### src/rtl/vecmem_sample_streamer_if.sv
// Bundle of the streamer's control, vector-RAM read port and sample stream.
// The streamer uses the slave modport; whatever drives and consumes it
// (integration glue or a bench) uses the master modport.
interface vecmem_sample_streamer_if #(
  parameter int ADDR_W = 14,
  parameter int DATA_W = 128
);
  logic              start;
  logic [ADDR_W-1:0] base_addr;
  logic [ADDR_W-1:0] word_count;
  logic [ADDR_W-1:0] mem_addr;
  logic [DATA_W-1:0] mem_q;
  logic [7:0]        sample_data;
  logic              sample_valid;
  logic              sample_ready;
  logic              busy;
  logic              done;

  modport slave (
    input  start, base_addr, word_count, mem_q, sample_ready,
    output mem_addr, sample_data, sample_valid, busy, done
  );

  modport master (
    output start, base_addr, word_count, mem_q, sample_ready,
    input  mem_addr, sample_data, sample_valid, busy, done
  );
endinterface

### src/rtl/vecmem_sample_streamer.sv
// Reads a block of consecutive vector-RAM words and serializes each word,
// least significant byte first, onto an 8-bit valid/ready sample stream.
//
// state  | meaning
// -------+---------------------------------------------------------------
// IDLE   | waiting for start; zero-length start just pulses done
// FETCH  | mem_addr presented, down-counting RAM latency before capturing q
// STREAM | holding register being emitted one byte per accepted handshake
module vecmem_sample_streamer #(
  parameter int ADDR_W      = 14,
  parameter int DATA_W      = 128,
  parameter int MEM_LATENCY = 1
) (
  input logic                   clk,
  input logic                   reset,
  vecmem_sample_streamer_if.slave bus
);

  localparam int NBYTES = DATA_W / 8;
  localparam int IDX_W  = (NBYTES > 1) ? $clog2(NBYTES) : 1;
  localparam logic [IDX_W-1:0] LAST_IDX = IDX_W'(NBYTES - 1);
  // The counter is loaded with MEM_LATENCY and captures on terminal count,
  // giving MEM_LATENCY+1 edges between the address update and the capture.
  localparam logic [1:0] WAIT_LOAD = 2'(MEM_LATENCY);

  typedef enum logic [1:0] {
    IDLE   = 2'd0,
    FETCH  = 2'd1,
    STREAM = 2'd2
  } state_t;

  state_t                      state_q, state_d;
  logic [ADDR_W-1:0]           mem_addr_q, mem_addr_d;
  logic [ADDR_W-1:0]           remaining_q, remaining_d;
  logic [1:0]                  wait_q, wait_d;
  logic [NBYTES-1:0][7:0]      hold_q, hold_d;
  logic [IDX_W-1:0]            idx_q, idx_d;
  logic                        valid_q, valid_d;
  logic                        busy_q, busy_d;
  logic                        done_q, done_d;

  assign bus.mem_addr     = mem_addr_q;
  assign bus.sample_data  = hold_q[idx_q];
  assign bus.sample_valid = valid_q;
  assign bus.busy         = busy_q;
  assign bus.done         = done_q;

  // State and datapath registers; reset clears everything, discarding any
  // partially streamed word.
  always_ff @(posedge clk or posedge reset) begin
    if (reset) begin
      state_q     <= IDLE;
      mem_addr_q  <= '0;
      remaining_q <= '0;
      wait_q      <= '0;
      hold_q      <= '0;
      idx_q       <= '0;
      valid_q     <= 1'b0;
      busy_q      <= 1'b0;
      done_q      <= 1'b0;
    end else begin
      state_q     <= state_d;
      mem_addr_q  <= mem_addr_d;
      remaining_q <= remaining_d;
      wait_q      <= wait_d;
      hold_q      <= hold_d;
      idx_q       <= idx_d;
      valid_q     <= valid_d;
      busy_q      <= busy_d;
      done_q      <= done_d;
    end
  end

  // Next-state and datapath updates; done is a single-cycle pulse by default.
  always_comb begin
    state_d     = state_q;
    mem_addr_d  = mem_addr_q;
    remaining_d = remaining_q;
    wait_d      = wait_q;
    hold_d      = hold_q;
    idx_d       = idx_q;
    valid_d     = valid_q;
    busy_d      = busy_q;
    done_d      = 1'b0;

    unique case (state_q)
      IDLE: begin
        if (bus.start) begin
          if (bus.word_count != '0) begin
            remaining_d = bus.word_count;
            mem_addr_d  = bus.base_addr;
            wait_d      = WAIT_LOAD;
            busy_d      = 1'b1;
            state_d     = FETCH;
          end else begin
            done_d = 1'b1;
          end
        end
      end

      FETCH: begin
        valid_d = 1'b0;
        if (wait_q == 2'd0) begin
          hold_d  = bus.mem_q;
          idx_d   = '0;
          valid_d = 1'b1;
          state_d = STREAM;
        end else begin
          wait_d = wait_q - 2'd1;
        end
      end

      STREAM: begin
        if (valid_q && bus.sample_ready) begin
          idx_d = idx_q + IDX_W'(1);
          if (idx_q == LAST_IDX) begin
            valid_d = 1'b0;
            if (remaining_q == ADDR_W'(1)) begin
              busy_d  = 1'b0;
              done_d  = 1'b1;
              state_d = IDLE;
            end else begin
              // Address wraps naturally at 2^ADDR_W.
              remaining_d = remaining_q - ADDR_W'(1);
              mem_addr_d  = mem_addr_q + ADDR_W'(1);
              wait_d      = WAIT_LOAD;
              state_d     = FETCH;
            end
          end
        end
      end

      default: state_d = IDLE;
    endcase
  end

endmodule

### src/flat_wrapper.sv
// flat-port wrapper written by rule: the top's interface ports become plain ports
module vecmem_sample_streamer_flat 
#(
  parameter int ADDR_W      = 14,
  parameter int DATA_W      = 128,
  parameter int MEM_LATENCY = 1
)
  (clk, reset, bus_start, bus_base_addr, bus_word_count, bus_mem_q, bus_sample_ready, bus_mem_addr, bus_sample_data, bus_sample_valid, bus_busy, bus_done);
  vecmem_sample_streamer_if #(.ADDR_W(ADDR_W), .DATA_W(DATA_W)) bus_i ();
  input logic clk;
  input logic reset;
  input wire logic [$bits(bus_i.start)-1:0] bus_start;
  input wire logic [$bits(bus_i.base_addr)-1:0] bus_base_addr;
  input wire logic [$bits(bus_i.word_count)-1:0] bus_word_count;
  input wire logic [$bits(bus_i.mem_q)-1:0] bus_mem_q;
  input wire logic [$bits(bus_i.sample_ready)-1:0] bus_sample_ready;
  output wire logic [$bits(bus_i.mem_addr)-1:0] bus_mem_addr;
  output wire logic [$bits(bus_i.sample_data)-1:0] bus_sample_data;
  output wire logic [$bits(bus_i.sample_valid)-1:0] bus_sample_valid;
  output wire logic [$bits(bus_i.busy)-1:0] bus_busy;
  output wire logic [$bits(bus_i.done)-1:0] bus_done;
  assign bus_i.start = bus_start;
  assign bus_i.base_addr = bus_base_addr;
  assign bus_i.word_count = bus_word_count;
  assign bus_i.mem_q = bus_mem_q;
  assign bus_i.sample_ready = bus_sample_ready;
  assign bus_mem_addr = bus_i.mem_addr;
  assign bus_sample_data = bus_i.sample_data;
  assign bus_sample_valid = bus_i.sample_valid;
  assign bus_busy = bus_i.busy;
  assign bus_done = bus_i.done;
  vecmem_sample_streamer #(.ADDR_W(ADDR_W), .DATA_W(DATA_W), .MEM_LATENCY(MEM_LATENCY)) u_core (.clk(clk), .reset(reset), .bus(bus_i));
endmodule
### config.mk
export PLATFORM = sky130hd
export DESIGN_NAME = vecmem_sample_streamer_flat
export DESIGN_NICKNAME = d
export VERILOG_FILES = /design/src/rtl/vecmem_sample_streamer_if.sv /design/src/rtl/vecmem_sample_streamer.sv /design/src/flat_wrapper.sv
export SDC_FILE = /design/constraint.sdc
export NUM_CORES = 1
export LEC_CHECK = 0
export ABC_AREA = 1
export CAP_MARGIN = 20
export CORE_MARGIN = 2
export CORE_UTILIZATION = 55
export DETAILED_ROUTE_END_ITERATION = 16
export GPL_ROUTABILITY_DRIVEN = 0
export GPL_TIMING_DRIVEN = 0
export HOLD_SLACK_MARGIN = 0.1
export PLACE_DENSITY = 0.86
export RECOVER_POWER = 100
export SYNTH_ARGS = -nofsm -noshare
export SYNTH_HDL_FRONTEND = slang
export SYNTH_SLANG_ARGS = --single-unit
### constraint.sdc
create_clock -name clk -period 8.4 [get_ports clk]
set_input_delay 1.68 -clock clk [delete_from_list [all_inputs] [get_ports clk]]
set_output_delay 1.68 -clock clk [all_outputs]
set_load 0.01 [all_outputs]
After elaboration in Yosys (flattened, before gate mapping)
Index checks and enable logic that the tools add are counted.
{"block": "totals", "in_bits": 160, "elab_cells": 100, "latchBits": 0, "output_inout_bits": 25, "reg_bits": 167, "ram_bits": 0, "romBits": 0, "mem_count": 0}
{"block": "op_classes", "n_shift": 0, "reduce_logical": 14, "div_mod_pow": 0, "bitwise": 0, "n_addsub": 4, "eq_ne": 12, "mux": 45, "order_cmp": 1, "mul": 0}
{"op": "two-way mux 14 bit", "n": 10}
{"op": "case mux 14 bit (2 select lines)", "n": 2}
{"op": "binary-select mux 8 bit (select 4 bit)", "n": 1}
{"op": "two-way mux 2 bit", "n": 9}
{"op": "adder 14 x 1 -> 14 bit (second input constant)", "n": 1}
{"op": "== test 14 x 1 -> 1 bit (second input constant)", "n": 1}
{"op": "two-way mux 1 bit", "n": 14}
{"op": "nonzero test 14 bit", "n": 1}
{"op": "subtractor 14 x 1 -> 14 bit (second input constant)", "n": 1}
{"op": "case mux 2 bit (3 select lines)", "n": 2}
{"op": "AND reduction 6 bit", "n": 2}
{"op": "!= test 2 x 1 -> 1 bit (second input constant)", "n": 5}
{"op": "two-way mux 4 bit", "n": 2}
{"op": "two-way mux 8 bit", "n": 1}
{"op": "case mux 4 bit (2 select lines)", "n": 1}
{"op": "AND reduction 7 bit", "n": 1}
{"op": "!= test 2 bit (second input constant)", "n": 3}
{"op": "case mux 1 bit (2 select lines)", "n": 3}
{"op": "AND reduction 3 bit", "n": 2}
{"op": "< comparator 4 x 5 -> 1 bit (second input constant)", "n": 1}
{"op": "AND reduction 5 bit", "n": 1}
{"op": "adder 4 x 1 -> 4 bit (second input constant)", "n": 1}
{"op": "== test 4 bit (second input constant)", "n": 1}
{"op": "logical NOT 2 bit", "n": 2}
{"op": "7 further kinds", "n": 8}

Longest topological paths before layout
Gate-level depths: netlist of run 1.
{"block": "logic_depth", "depth_word": 5, "ltp_mapped": 11, "mapped_depth_nobuf": 10}

Least setup slack after synthesis of run 1
OpenSTA, ideal clock, no wires.
{"block": "synth_path", "path_type": "register -> output", "startpoint": "register u_core.idx_q[0]", "endpoint": "output bus_sample_data[3]", "n_path_buf": 3, "slack_ns": 5.365, "arrival_time_ns": 1.355, "path_stages_with_launch": 8, "required_time_ns": 6.720, "path_cell_list": "dfrtp_1 -> buf_2 -> buf_2 -> clkbuf_1 -> o21ai_0 -> o211ai_1 -> nand3_1 -> nand2_1"}
{"block": "synth_via", "elab_chain_cells": 2}
{"item": "start, declared", "line_no": "vecmem_sample_streamer.sv:37", "source": "logic [IDX_W-1:0] idx_q, idx_d;"}
{"item": "start signal, assigned", "line_no": "vecmem_sample_streamer.sv:67", "source": "idx_q <= idx_d;"}
{"item": "binary-select mux 8 bit (select 4 bit)", "line_no": "vecmem_sample_streamer.sv:43", "source": "assign bus.sample_data = hold_q[idx_q];"}
{"item": "two-way mux 8 bit (implied by the code)", "line_no": "vecmem_sample_streamer.sv:43"}
{"item": "end, declared", "line_no": "flat_wrapper.sv:18", "source": "output wire logic [$bits(bus_i.sample_data)-1:0] bus_sample_data;"}
Every way passes these cells. The select of a mux whose other input is x is not followed.

Worst setup path in the final report of run 1
{"block": "layout_path", "startpoint": "register u_core.idx_q[0]", "endpoint": "output bus_sample_data[4]"}
Same word-level chain as after synthesis.

==> results of run 1 <==
[synth_stat cells]
cell	instances	area share
o31ai_1	2	0.0017
nor3_1	1	0.00058
clkbuf_1	29	0.013
nand2_4	1	0.0013
nor3b_1	1	0.00087
o21ai_0	110	0.064
ha_1	5	0.0073
nand2_2	1	0.00073
nor2_1	63	0.027
buf_2	21	0.012
clkinv_1	3	0.0013
nor2_2	2	0.0015
nand4_1	6	0.0044
a21oi_1	36	0.021
and2_1	1	0.00073
nand3b_2	1	0.0013
or2_2	3	0.0022
nand3_2	1	0.0012
dfrtp_1	167	0.49
nor2_4	3	0.0039
inv_1	90	0.039
nand3_1	74	0.043
a21o_1	1	0.00087
o211ai_1	32	0.028
nand2_1	517	0.23
inv_2	4	0.0017
buf_4	4	0.0035
buf_1	8	0.0035
o21bai_1	3	0.0026
[layer usage]
layer | global-route usage | up-vias | wire, um | part of all wire
met1 | 0.4314 | 4099 | 10310 | 0.39
li1 | - | 4172 | - | -
met4 | 0.1439 | 0 | 1098 | 0.042
met2 | 0.5297 | 540 | 12260 | 0.47
met5 | 0 | - | 0 | 0
met3 | 0.06978 | 92 | 2695 | 0.10
[registers in the layout (all words and copies together), names as in the netlist]
name                     count
u_core.wait_q                2
u_core.remaining_q          14
u_core.state_q               2
u_core.bus.done              1
u_core.bus.mem_addr         14
u_core.bus.busy              1
u_core.hold_q              128
u_core.bus.sample_valid      1
u_core.idx_q                 4
[where the power goes]
part	switching [W]	leakage [nW]	total [W]	internal (W)
clock	0.000344	0.280	0.000768	0.000423
sequential	0.000106	1.66	0.00104	0.000938
combinational	0.000741	3.28	0.00117	0.000425
[per-stage QoR]
| step | power, W | std cells | instance area (um2) | TNS (ps) | setup WS (ps) |
|---|---|---|---|---|---|
| detailed placement | 0.002200 | 1586 | 10740 | 0 | 4358 |
| finish | 0.002978 | 1618 | 11260 | 0 | 3370 |
| global route | 0.003143 | 1618 | 11260 | 0 | 3254 |
| global placement | 0.002167 | 1585 | 10710 | -101.9 | -3.690 |
| CTS | 0.002971 | 1618 | 11320 | 0 | 3878 |
| floorplan | 0.001736 | 1190 | 8603 | 0 | 2202 |
[worst max-delay path, delay by kind of cell (launching register included)]
| family | cells | cell delay (ps) |
|---|---|---|
| AO/OA/AOI/OAI | 1 | 130 |
| buffers and inverters | 4 | 1880 |
| AND/OR/NAND/NOR | 4 | 550 |
| flip-flops | 1 | 340 |
[kinds of logic after synthesis]
family,count (synthesis)
AOI/OAI and AO/OA,184
buffers and inverters,159
DFF,167
and+or+nand+nor,675
adders and majority gates,5
[layout make-up]
cell class / instances / share of cell area
flip-flops and latches: 167 / 0.3712
plain buffers: 62 / 0.02189
inverters: 97 / 0.03245
well taps: 211 / 0.02345
multi-input cells: 864 / 0.3339
clock inverters: 14 / 0.01211
clock buffers: 18 / 0.03901
repair buffers: 185 / 0.1660
[worst min path at each step]
| stage | start | to | slack [ps] | cells after the start |
|---|---|---|---|---|
| floorplan | u_core.hold_q[100]$_DFFE_PP0P_ | u_core.hold_q[100]$_DFFE_PP0P_ | 440 | 2 |
| global placement | u_core.hold_q[2]$_DFFE_PP0P_ | u_core.hold_q[2]$_DFFE_PP0P_ | 450 | 2 |
| detailed placement | u_core.hold_q[2]$_DFFE_PP0P_ | u_core.hold_q[2]$_DFFE_PP0P_ | 450 | 2 |
| CTS | u_core.hold_q[70]$_DFFE_PP0P_ | u_core.hold_q[70]$_DFFE_PP0P_ | 470 | 2 |
| global route | u_core.hold_q[80]$_DFFE_PP0P_ | u_core.hold_q[80]$_DFFE_PP0P_ | 500 | 2 |
| finish | u_core.hold_q[70]$_DFFE_PP0P_ | u_core.hold_q[70]$_DFFE_PP0P_ | 470 | 2 |
==> run summary, run 1 <==
Port bufs: 184
Layout Nets: 1559
Register Area: 4179 um2
First-pass GRT wire length: 41.79 mm
Clock transition at the registers of the reported paths: 70 ps
Initial core utilization: 0.5638
IO Pins: 185
DR vias/cell: 5.502
Total grt overflow: 0
Initial antenna violation count: 0
CTS tree: yes
Crit path launch type: flip-flop
Die span in y: 129.1 um
Worst EP required: 6720 ps
Vias: 8903
Type of the worst setup path: reg -> out
Area of the multi-input gates: 3759 um2
Crit path from: u_core.idx_q[0]$_DFFE_PP0P_
Main combinational cell family by area after synthesis: simple AND/OR/NAND/NOR gates
# rows: 45
Leak: 5.225 nW
Clock Latency Late Sink: 430 ps
Worst slew pin tran: 2022 ps
Final hold violation count: 0
Die width: 129.1 um
Syn nets: 1355
Min-delay worst type: reg -> reg
Final Setup Violations: 0
Pins Over Slew Limit: 43
Post-Synth Simple-Gate Area: 0.3147
DRC viols: 0
Commonest non-fill, non-tap cell in the layout: nand2_1
Mapped Avg Cell Area: 7.230 um2
Crit path cell chain: clkbuf_1 -> clkbuf_1 -> clkbuf_1 -> nand2_1 -> o211ai_1 -> nand3_1 -> nand3_1 -> nand2_1 -> dlygate4sd3_1
Worst hold margin: 468.5 ps
Most frequent cells in the layout: nand2_1, dfrtp_1, clkdlybuf4s50_1
Critical R2R Capture: u_core.hold_q[98]$_DFFE_PP0P_
Clock sink total: 167
Synth Area in Adders: 0.007272
Hold-fix buffers, CTS: 0
Post-synthesis sequential area ratio: 0.4857
Layout cells sized above 1: 0.03625
Reg2reg setup slack: 5680 ps
Crit path time final: 5030 ps
Post-Synthesis Cells: 1190
First DRT Iteration DRCs: 1032
Slew headroom: -0.3555
Synth Register Bits: 167
Final worst-path cycle share: 0.5988
Worst path most repeated cell: clkbuf_1
H-tree levels: 4
Root buf cell: clkbuf_16
Violated checks: max-capacitance violations, max-slew violations
Drt wl/cell: 16.29 um
Peak VDD IR: 0.1715 mV
CTS Buffer Depth: 2
Die ar.: 16660 um2
Post-Synth XOR/XNOR Area: 0
Critical Path AT: 3350 ps
# fillers: 1186
Area grow syn2layout: 30.86%
Critical path peak fanout: 10
Core box area: 15260 um2
Post-Route WL: 26.36 mm
Status: finished, violations left
Largest net degree at the start of global routing: 126
CP Capture Type: output port
Fmax: 198.8 MHz
Post-DRT Antenna Nets: 0
Largest stage delay, worst path: 620 ps
Crit path to: bus_sample_data[4]
Crit Reg-Reg Startpoint: u_core.state_q[0]$_DFFE_PP0P_
Initial DRT Pass Iterations: 6
RSZ-0062 raised after global routing: false
Half-perimeter wire length after placement: 19.50 mm
Vias in the first global route: 8527
Post-CTS sizing: 0
Final Util: 0.7378
Total CTS buffers: 17
Max-Cap Viols: 1
Clk_skew: 7.999 ps
CP max stage cell: dlygate4sd3_1
Netlist Area Pre-Place: 8603 um2
Complex-gate fraction of the synthesized area: 0.1181
Power per Cell Area: 264.5 nW/um2
Diode count: 0
Unique masters post-synth: 29
Mux share of post-synthesis cell area: 0
All-Layer GR Usage: 0.3280
Yosys warns: 0
Cells on worst reg2reg path: 8
Setup bufs post-CTS: 0
Power figures use the tool's default switching activity.
==> run 2: changes to the inputs <==
CORE_UTILIZATION = 52   (was 55)
PLACE_DENSITY = 0.81   (was 0.86)
clock period = 5.14 ns   (was 8.4 ns; I/O delays follow)
==> run 2 against run 1 <==
Net effect:
- the run still ends with max-capacitance violations, max-slew violations left
- clock power is 52% higher
- total power is 60% higher
- critical path depth stayed put
- sequential share of layout area is 0.054 points higher
- non-clock buffer count is 3 higher
- flip-flop and latch count stayed put
==> run summary, run 2 (synthesis gave the netlist of run 1 again) <==
Area of the multi-input gates: 3759 um2 (unchanged)
H-tree levels: 4 (unchanged)
Clock sink total: 167 (unchanged)
Type of the worst setup path: reg -> out
Root buf cell: clkbuf_16
Buf/Inv on CP: 4 (unchanged)
Post-DRT Antenna Nets: 0 (unchanged)
Min-delay worst type: reg -> reg
Crit path launch type: flip-flop
IO Pins: 185 (unchanged)
Slew headroom: -0.1002 (+0.2553)
Max-Cap Viols: 1 (unchanged)
Die span in y: 132.6 um (+2.8%)
Final Setup Violations: 0 (unchanged)
Total CTS buffers: 17 (unchanged)
Core box area: 16350 um2 (+7.1%)
CTS Buffer Depth: 2 (unchanged)
Fmax: 227.3 MHz
Total grt overflow: 0 (unchanged)
First DRT Iteration DRCs: 822 (-20%)
Peak VDD IR: 0.3198 mV (+87%)
Final hold violation count: 0 (unchanged)
Status: finished, violations left
Vias: 8788 (-1.3%)
Commonest non-fill, non-tap cell in the layout: nand2_1
Leak: 5.198 nW (-0.50%)
Worst hold margin: 471.0 ps (+2.560 ps)
Setup WS post-layout: 741.1 ps (-2629 ps)
Initial DRT Pass Iterations: 6 (unchanged)
# fillers: 1423 (+20%)
Register Area: 4179 um2 (unchanged)
Critical path peak fanout: 10 (unchanged)
Hold-fix buffers, CTS: 0 (unchanged)
Area grow syn2layout: 30.67%
Most frequent cells in the layout: nand2_1, dfrtp_1, clkdlybuf4s50_1
DRC viols: 0 (unchanged)
CP delay by family, top: buffers and inverters
Clk_skew: 7.826 ps (-0.1733 ps)
All-Layer GR Usage: 0.3045 (-0.02348)
Final worst-path cycle share: 0.8558
CP max stage cell: dlygate4sd3_1
Post-CTS sizing: 0 (unchanged)
Largest net degree at the start of global routing: 44 (-65%)
DR vias/cell: 5.391 (-2.0%)
Pins Over Slew Limit: 30 (-30%)
Worst EP required: 4110 ps (-2610 ps)
Worst path most repeated cell: clkbuf_1
Crit path cell chain: clkbuf_1 -> clkbuf_1 -> clkbuf_1 -> a21oi_1 -> o21ai_0 -> nand3_1 -> nand3_1 -> nand2_1 -> dlygate4sd3_1
Initial antenna violation count: 0 (unchanged)
# rows: 47 (+4.4%)
Largest stage delay, worst path: 610 ps (about the same)
Post-Route WL: 26.30 mm (-0.21%)
Layout Nets: 1562 (+0.19%)
Layout cells sized above 1: 0.03404 (-0.002205)
Drt wl/cell: 16.14 um (-0.95%)
Half-perimeter wire length after placement: 20.14 mm (+3.3%)
Clock transition at the registers of the reported paths: 60 ps (about the same)
Die ar.: 17590 um2 (+5.6%)
Clock Latency Late Sink: 440 ps (about the same)
Crit path time final: 4399 ps
Initial core utilization: 0.5263 (-0.03759)
Die width: 132.6 um (+2.8%)
Max FFs per register: 128 (unchanged)
First-pass GRT wire length: 41.85 mm (+0.13%)
Diode count: 0 (unchanged)
Largest Register: u_core.hold_q
Power per Cell Area: 424.1 nW/um2 (+60%)
Pre-CTS setup slack: 1747 ps (-2611 ps)
CP Capture Type: output port
Port bufs: 184 (unchanged)
CTS tree: yes
Critical Path AT: 3370 ps (+20 ps)
PnR Total Power: 0.004768 W (+60%)
Setup bufs post-CTS: 0 (unchanged)
Vias in the first global route: 8228 (-3.5%)
RSZ-0062 raised after global routing: false
Worst slew pin tran: 1650 ps (-371.8 ps)
Violated checks: max-capacitance violations, max-slew violations
TNS Setup: 0 ps (unchanged)
-- run 2: cell types whose count changed in the layout (fill, tap and decap cells not counted), moves of 2 or more --
cell and change:
clkbuf_1 +6, inv_6 -6, buf_2 -2, clkinvlp_4 +3, buf_12 +2
-- run 2: path summary, 6_finish.rpt --
path / start / endpoint / slack (ps) / cells after the start
max in group asynchronous: reset / u_core.hold_q[42]$_DFFE_PP0P_ / 1170 / 4
max: u_core.idx_q[0]$_DFFE_PP0P_ / bus_sample_data[6] / 740 / 9
max reg2reg: u_core.state_q[0]$_DFFE_PP0P_ / u_core.hold_q[14]$_DFFE_PP0P_ / 2410 / 8
min reg2reg: u_core.hold_q[48]$_DFFE_PP0P_ / u_core.hold_q[48]$_DFFE_PP0P_ / 470 / 2
min in group asynchronous: reset / u_core.bus.mem_addr[2]$_DFFE_PP0P_ / 1230 / 2
min: u_core.hold_q[48]$_DFFE_PP0P_ / u_core.hold_q[48]$_DFFE_PP0P_ / 470 / 2
-- run 2: power by group --
part           total (W)  leakage [nW]  internal (W)  switching (W)
logic            0.00189          3.29      0.000697        0.00120
registers        0.00171          1.66       0.00153       0.000173
clock network    0.00117         0.245      0.000629       0.000539
-- run 2: worst min-delay path, delay by kind of cell, from the launching register on --
kind / cells / cell delay [ps]
AND/OR/NAND/NOR: 2 / 100
flip-flops: 1 / 340
-- run 2: layout make-up --
| cell class | count | share of cell area |
|---|---|---|
| Clock buffer | 21 | 0.04007 |
| Tap cell | 220 | 0.02449 |
| Sequential cell | 167 | 0.3717 |
| Buffer | 62 | 0.02170 |
| Timing Repair Buffer | 188 | 0.1682 |
| Multi-Input combinational cell | 864 | 0.3343 |
| Clock inverter | 11 | 0.007012 |
| Inverter | 97 | 0.03250 |
-- run 2: through the flow --
| stage | std cells | util | instance area [um2] |
|---|---|---|---|
| finish | 1630 | 0.6877 | 11240 |
| global route | 1630 | 0.6877 | 11240 |
| CTS | 1630 | 0.6933 | 11330 |
| detailed placement | 1598 | 0.6609 | 10800 |
| global placement | 1594 | 0.6560 | 10720 |
| floorplan | 1190 | - | 8607 |
-- run 2: per-layer routing --
| layer | share of wire | global-route usage | up-vias |
|---|---|---|---|
| met3 | 0.085 | 0.05556 | 84 |
| met4 | 0.040 | 0.1302 | 0 |
| met5 | 0 | 0 | - |
| met2 | 0.47 | 0.4988 | 464 |
| li1 | - | - | 4177 |
| met1 | 0.41 | 0.3995 | 4063 |
